File: src/rtl/uop_pkg.sv
// Shared micro-op definitions for the dispatch/scheduling slice: uop tags,
// scheduler state encoding and the serializing-op classifier.
package uop_pkg;

  typedef enum logic [3:0] {
    UOP_INT_ALU        = 4'd0,
    UOP_INT_MUL        = 4'd1,
    UOP_LOAD           = 4'd2,
    UOP_STORE          = 4'd3,
    UOP_BRANCH         = 4'd4,
    UOP_LINK           = 4'd5,
    UOP_CAP_LOAN_BEGIN = 4'd6,
    UOP_CAP_LOAN_END   = 4'd7,
    UOP_CAP_JUMP       = 4'd8,
    UOP_CAP_RET        = 4'd9
  } uop_tag_t;

  typedef enum logic [1:0] {
    IDLE     = 2'd0,
    ISSUE    = 2'd1,
    WAIT_SER = 2'd2
  } sched_state_e;

  // Capability jumps and returns must run with nothing else in flight.
  function automatic logic is_serializing_cap_uop(input uop_tag_t uop);
    return (uop == UOP_CAP_JUMP) || (uop == UOP_CAP_RET);
  endfunction

endpackage

File: src/rtl/cap_credit_counter.sv
// Up/down counter of in-flight capability ops. Saturates at 0 (stray
// completions are ignored) and at CAP_CREDITS. Also reports whether the
// count will be zero after this cycle's update, for serialization release.
module cap_credit_counter #(
  parameter int CAP_CREDITS = 2,
  parameter int CRED_W      = $clog2(CAP_CREDITS + 1)
) (
  input  logic              clk_i,
  input  logic              rst_i,
  input  logic              inc_i,
  input  logic              dec_i,
  output logic [CRED_W-1:0] count_o,
  output logic              have_credit_o,
  output logic              is_zero_o,
  output logic              next_is_zero_o
);

  localparam logic [CRED_W-1:0] MAX_COUNT = CRED_W'(CAP_CREDITS);

  logic [CRED_W-1:0] count_q;
  logic [CRED_W-1:0] count_d;
  logic              dec_eff;

  assign dec_eff = dec_i && (count_q != '0);

  // Net effect of an issue and a completion; a simultaneous pair cancels.
  always_comb begin
    count_d = count_q;
    if (inc_i && !dec_eff) begin
      if (count_q < MAX_COUNT) count_d = count_q + CRED_W'(1);
    end else if (dec_eff && !inc_i) begin
      count_d = count_q - CRED_W'(1);
    end
  end

  // Counter register.
  always_ff @(posedge clk_i) begin
    if (rst_i) count_q <= '0;
    else       count_q <= count_d;
  end

  assign count_o        = count_q;
  assign have_credit_o  = count_q < MAX_COUNT;
  assign is_zero_o      = count_q == '0;
  assign next_is_zero_o = count_d == '0;

endmodule

File: src/rtl/cap_dispatch_sched.sv
// In-order dispatcher for 2-lane renamed bundles onto an integer port and a
// capability port, one lane per cycle, with credit metering of capability
// ops and full serialization around capability jumps/returns.
// Optional macro CAP_SCHED_PERF_EN builds the capability-stall cycle counter;
// without it stall_cycles_o reads zero.
module cap_dispatch_sched
  import uop_pkg::*;
#(
  parameter int MAX_UOPS    = 2,
  parameter int CAP_CREDITS = 2,
  parameter int CRED_W      = $clog2(CAP_CREDITS + 1)
) (
  input  logic                clk_i,
  input  logic                rst_i,
  input  logic                rename_valid_i,
  input  uop_tag_t            rename_uop0_i,
  input  uop_tag_t            rename_uop1_i,
  input  logic [1:0]          rename_uop_count_i,
  input  logic [MAX_UOPS-1:0] rename_lane_is_cap_i,
  output logic                rename_ready_o,
  output logic                int_valid_o,
  output uop_tag_t            int_uop_o,
  input  logic                int_ready_i,
  output logic                cap_valid_o,
  output uop_tag_t            cap_uop_o,
  input  logic                cap_ready_i,
  input  logic                cap_done_i,
  input  logic                flush_i,
  output logic                busy_o,
  output logic [CRED_W-1:0]   cap_outstanding_o,
  output logic [15:0]         stall_cycles_o
);

  sched_state_e        state_q, state_d;
  uop_tag_t            uop0_q, uop1_q;
  logic [MAX_UOPS-1:0] cap_q;
  logic [1:0]          cnt_q;
  logic [1:0]          head_q;

  uop_tag_t head_uop;
  logic     head_cap, head_ser, cap_ok;
  logic     issue_int, issue_cap;
  logic     int_fire, cap_fire, fire, accept;
  logic     have_credit, is_zero, next_is_zero;

  assign head_uop  = head_q[0] ? uop1_q : uop0_q;
  assign head_cap  = cap_q[head_q[0]];
  assign head_ser  = is_serializing_cap_uop(head_uop);
  assign cap_ok    = head_ser ? is_zero : have_credit;
  assign issue_int = (state_q == ISSUE) && !head_cap;
  assign issue_cap = (state_q == ISSUE) && head_cap;

  assign int_fire = int_valid_o && int_ready_i;
  assign cap_fire = cap_valid_o && cap_ready_i;
  assign fire     = int_fire || cap_fire;
  assign accept   = rename_valid_i && rename_ready_o && (rename_uop_count_i != 2'd0);

  cap_credit_counter #(
    .CAP_CREDITS(CAP_CREDITS),
    .CRED_W     (CRED_W)
  ) u_credits (
    .clk_i         (clk_i),
    .rst_i         (rst_i),
    .inc_i         (cap_fire),
    .dec_i         (cap_done_i),
    .count_o       (cap_outstanding_o),
    .have_credit_o (have_credit),
    .is_zero_o     (is_zero),
    .next_is_zero_o(next_is_zero)
  );

  // State register.
  always_ff @(posedge clk_i) begin
    if (rst_i) state_q <= IDLE;
    else       state_q <= state_d;
  end

  // Next state; flush overrides everything and drops the bundle.
  always_comb begin
    state_d = state_q;
    if (flush_i) begin
      state_d = IDLE;
    end else begin
      case (state_q)
        IDLE:     if (accept) state_d = ISSUE;
        ISSUE: begin
          if (fire) begin
            if (head_cap && head_ser)         state_d = WAIT_SER;
            else if (head_q + 2'd1 >= cnt_q)  state_d = IDLE;
          end
        end
        WAIT_SER: if (next_is_zero) state_d = (head_q < cnt_q) ? ISSUE : IDLE;
        default:  state_d = IDLE;
      endcase
    end
  end

  // Port handshakes; outputs are forced to their idle values while in reset.
  always_comb begin
    rename_ready_o = rst_i || ((state_q == IDLE) && !flush_i);
    int_valid_o    = issue_int && !flush_i && !rst_i;
    cap_valid_o    = issue_cap && cap_ok && !flush_i && !rst_i;
    int_uop_o      = (issue_int && !rst_i) ? head_uop : UOP_INT_ALU;
    cap_uop_o      = (issue_cap && !rst_i) ? head_uop : UOP_INT_ALU;
    busy_o         = !rst_i && (state_q != IDLE);
  end

  // Bundle buffer and head pointer; count 3 is clamped to the 2 real lanes.
  always_ff @(posedge clk_i) begin
    if (rst_i) begin
      uop0_q <= UOP_INT_ALU;
      uop1_q <= UOP_INT_ALU;
      cap_q  <= '0;
      cnt_q  <= 2'd0;
      head_q <= 2'd0;
    end else if (flush_i) begin
      cnt_q  <= 2'd0;
      head_q <= 2'd0;
    end else if (accept) begin
      uop0_q <= rename_uop0_i;
      uop1_q <= rename_uop1_i;
      cap_q  <= rename_lane_is_cap_i;
      cnt_q  <= (rename_uop_count_i == 2'd3) ? 2'd2 : rename_uop_count_i;
      head_q <= 2'd0;
    end else if (fire) begin
      head_q <= head_q + 2'd1;
    end
  end

`ifdef CAP_SCHED_PERF_EN
  logic [15:0] stall_q;
  logic        stall_hit;

  assign stall_hit = (state_q == WAIT_SER) || (issue_cap && !cap_ok);

  // Saturating count of cycles lost to capability credits or serialization.
  always_ff @(posedge clk_i) begin
    if (rst_i)                               stall_q <= 16'h0;
    else if (stall_hit && stall_q != 16'hFFFF) stall_q <= stall_q + 16'h1;
  end

  assign stall_cycles_o = stall_q;
`else
  assign stall_cycles_o = 16'h0;
`endif

endmodule

File: config.mk
export PLATFORM = sky130hd
export DESIGN_NAME = cap_dispatch_sched
export DESIGN_NICKNAME = d
export VERILOG_FILES = /design/src/rtl/uop_pkg.sv /design/src/rtl/cap_credit_counter.sv /design/src/rtl/cap_dispatch_sched.sv
export SDC_FILE = /design/constraint.sdc
export NUM_CORES = 1
export LEC_CHECK = 0
export BUFFER_PORTS_ARGS = -buffer_cell sky130_fd_sc_hd__buf_2
export CAP_MARGIN = 5
export CORE_MARGIN = 2
export CORE_UTILIZATION = 40
export CTS_BUF_LIST = sky130_fd_sc_hd__clkbuf_8
export DETAILED_ROUTE_END_ITERATION = 6
export PLACE_DENSITY = 0.67
export SYNTH_ARGS = -nofsm -noshare
export SYNTH_HDL_FRONTEND = slang
export SYNTH_HIERARCHICAL = 1
export SYNTH_SLANG_ARGS = --single-unit
File: constraint.sdc
create_clock -name clk_i -period 6.4 [get_ports clk_i]
set_input_delay 1.28 -clock clk_i [delete_from_list [all_inputs] [get_ports clk_i]]
set_output_delay 1.28 -clock clk_i [all_outputs]
set_load 0.1 [all_outputs]
* After elaboration in Yosys (flattened, before gate mapping)
Cells that the tools add are included.
** Operators by class
- Magnitude comparators :: 4
- Reduce and logical (&&, ||, !) cells :: 37
- Eq/ne operators :: 9
- Multiplexer cells :: 17
- Add/subtract/negate cells :: 3
- Bitwise gates (word level) :: 1
** Operators by type and width (count)
- 1-bit logical AND :: 19
- 2-bit 2-to-1 mux :: 9
- 4-bit 2-to-1 mux :: 3
- 4-bit equality test, second input constant :: 2
- 2-bit logical NOT :: 3
- 2-bit != test, second input constant :: 3
- 2-bit case mux with 3 select lines :: 1
- 2-bit nonzero test :: 3
- 1-bit logical NOT :: 5
- 2-bit by 1-bit adder with 2-bit output, second input constant :: 2
- 2-bit equality test, second input constant :: 2
- 1-bit 2-to-1 mux :: 4
- 4-bit AND reduction :: 1
- 1-bit logical OR :: 3
- 3-bit by 1-bit != test with 1-bit output, second input constant :: 1
- 3-bit OR reduction :: 1
- 2-bit by 1-bit equality test with 1-bit output, second input constant :: 1
- 2-bit greater-or-equal comparator :: 1
- 1-bit by 2-bit < comparator with 1-bit output, second input constant :: 1
- 2-bit < comparator :: 1
- 2-bit < comparator, second input constant :: 1
- 2-bit AND reduction :: 1
- 2-bit OR reduction :: 1
- 2-bit by 1-bit subtractor with 2-bit output, second input constant :: 1
- 1-bit inverter :: 1
** Storage, ports and cells
- Bits in registers :: 18
- Input port bits :: 19
- Word-level logic and storage cells :: 78
- Output and inout port bits :: 30

* Logic depth before layout (Yosys ltp)
- Depth after elaboration :: 15
- Depth in mapped cells :: 12
- Mapped depth without buffers :: 12

* Modules after synthesis
Netlist, hierarchy kept.
** Modules (own cells, without submodules)
- cap_dispatch_sched :: seq. area each 320.3 um^2, cells an instance 127, area an instance 1116.1 um^2, times used 1
- cap_credit_counter :: seq. area each 40.0 um^2, cells an instance 20, area an instance 193.9 um^2, times used 1

* Worst setup path before layout
OpenSTA, ideal clock, no wires.
- Kind :: in2out
- From :: input rst_i
- To :: output cap_valid_o
- Arrival time :: 3.950 ns
- Cell stages on the path :: 4
- Buffers on the path :: 1
- Slack :: 1.170 ns
- Cell sequence :: buf_2 -> nor3b_1 -> nand2_1 -> nor3_1
** Between the ends
- Longest elaborated chain between the ends :: 2
** RTL lines
- start, declared :: RTL line cap_dispatch_sched.sv:14 : input logic rst_i,
- 1-bit logical NOT :: RTL line cap_dispatch_sched.sv:102 : cap_valid_o = issue_cap && cap_ok && !flush_i && !rst_i;
- 1-bit logical AND :: RTL line cap_dispatch_sched.sv:102
- end, declared :: RTL line cap_dispatch_sched.sv:24 : output logic cap_valid_o,
No other way between the ends.

* Worst setup path after layout
Ends and elaborated chain as after synthesis.

==> results.txt <==
outcome: completed
power density over cell area: 215.6 mW/mm^2
final period utilization: 0.6179
Global Route Usage Sum: 0.1633
io pins: 49
Least-Margin Pin Slew: 628.7 ps
DP Wirelength: 2.203 mm
Nets: 204
vias per cell: 5.059
Worst setup EP type: output port
hold buffer count at cts: 0
DRC viols: 0
final worst slack: 2445 ps
leakage power: 0.6875 nW
vias in the first global route: 1,064
required time of the critical path: 5120 ps
RePlAce Congestion: 0.8016
startpoint types: input pin
Detailed Route WL: 2.777 mm
Post-synth EDFFs: 0
Synth Cell Area: 0.001310 sq mm
Top cell by count, worst path: buf_2
ant diodes: 0
critical path data arrival time: 2670 ps
# resized after CTS: 0
Die Y: 61.23 microns
final setup vio count: 0
Worst-path clk slew: 70 ps
sum of negative setup slack: 0 ps
die width: 61.23 microns
Yosys cell types: 47
clock skew: 2.938 ps
Critical Path Max Stage Delay: 450 ps
CP cell instances: buf_2, nor3b_1, nand2_1, nor3_1, buf_2
Worst path slowest cell: buf_2
first-pass GRT wire length: 4.526 mm
Initial Util: 0.4256
number of buffers created by CTS: 3
Overall Power: 0.0003218 W
Initial DRC Count: 37
Slew Limit Fails: 0
total gr overflow: 0
Avg Inst Size Synth: 8.912 sq um
Vias: 1,123
Synth Instances: 147
Fin. Hold Viols: 0
crit-path leading delay family: simple AND/OR/NAND/NOR gates
dpl ws: 2446 ps
highest-count cells in the layout ignoring fill and taps: buf_2, nor2_1, dfxtp_1
FP Rows: 20
RSZ-0062 raised after global routing: false
fraction of layout cells with a size suffix above 1: 0.3034
Port-buffer cells: 32
pin count of the biggest net entering global routing: 22
Antenna Nets Post-Route: 0
Peak VDD IR: 0.1091 mV
Max Fclk: 252.9 MHz
clk sinks: 18
Hold Crit Class: flop to flop
fraction of registers with async set/reset: 0
DIE AREA: 0.003749 sq mm
max cap viols: 0
Buf/Inv on CP: 2
Post-synth top flop: dfxtp_1
CTS tree: yes
Skew-Pair Late Insertion Delay: 260 ps
initial antenna violation count: 0
Slew headroom: 0.5803
Setup Fix Bufs, Post-CTS: 0
R2R Setup Slk: 3460 ps
Layout area overhead: 13.94%
Synth Register Bits: 18
Layout fillers: 310
Pre-antenna DRT Iters: 6
area of the core: 0.003078 sq mm
WL/cell: 12.51 microns
leading cell type in the layout, fill and taps excluded: buf_2
htree depth: 1
Tmin final: 3955 ps
Root Driver: clkbuf_8
Clock Path Buffers: 2
CP max FO: 21
sequential fraction of the synthesis area: 0.2751
Crit Path Class: input pin to output port
synth warn: 6
==> synthesized netlist by cell type, types with 2 or more instances <==
master,n,area share
nor2_1,26,0.074
dfxtp_1,18,0.28
buf_4,16,0.092
mux2i_1,14,0.11
inv_1,7,0.020
ha_1,6,0.057
nor3_1,5,0.019
o21ai_0,4,0.015
a21oi_1,3,0.011
nand2_1,3,0.0086
nor3b_1,3,0.017
a211oi_1,2,0.011
and4bb_1,2,0.019
mux2_4,2,0.023
nand2_2,2,0.0095
nor4b_2,2,0.023
o21a_1,2,0.011
==> logic make-up (layout without fill, tap and decap cells) <==
kind of cell	after synthesis	count (layout)	synth area share
DFF	18	18	0.2751
xor gates and xnor gates	2	2	0.01337
buffers and inverters	27	43	0.1299
and+or+nand+nor	55	55	0.2579
AOI/OAI and AO/OA	20	20	0.1146
adders and majority gates	6	6	0.05731
other	1	16	0.002863
muxes	18	18	0.1490
==> area by class of cell <==
class	count	area, sq um	share of cell area
multi-input cells	117	835.8	0.5599
flip-flops and latches	18	360.3	0.2414
repair buffers	32	160.2	0.1073
clock buffers	4	55.05	0.03688
well taps	44	55.05	0.03688
inverters	7	26.28	0.01760
==> path summary, 6_finish.rpt <==
kind,start,to,depth (start not counted)
hold / removal,uop1_q[0],uop1_q[0],2
hold reg to reg,uop1_q[0],uop1_q[0],2
setup reg to reg,head_q[0],state_q[0],11
setup / recovery,rst_i,cap_valid_o,5
==> registers in the layout, indices dropped and copies added, names as in the netlist <==
| register | flops |
|---|---|
| state_q | 2 |
| cnt_q | 2 |
| head_q | 2 |
| cap_q | 2 |
| uop0_q | 4 |
| uop1_q | 4 |
| u_credits/count_o | 2 |
==> per-layer routing <==
layer	part of all wire	track usage	vias to the layer above
met5	0	0	-
met4	0.018	0.06832	0
met3	0.080	0.05042	8
met2	0.49	0.2888	54
met1	0.41	0.1803	514
li1	-	-	547
==> stage by stage <==
stage                     hold WS [ps]  area, sq um  std cells    util
after floorplan                  462.7         1366        162       -
after global placement           482.4         1438        218  0.4671
after detailed placement         487.6         1438        218  0.4671
after CTS                        505.2         1493        222  0.4850
after global routing             552.1         1493        222  0.4850
final                            499.3         1493        222  0.4850
==> worst min-delay path: cells and delay by family, from the launching register on <==
kind	cells	cell delay, ps
flops	1	330
mux	1	70
simple gates	1	70
==> where the power goes <==
group	leakage [nW]	switching [W]	internal (W)	total [W]
Sequential	0.146	0.00000438	0.000117	0.000121
Combinational	0.513	0.0000813	0.0000244	0.000106
Clock	0.0288	0.0000404	0.0000547	0.0000952
(Power assumes the default switching activity.)
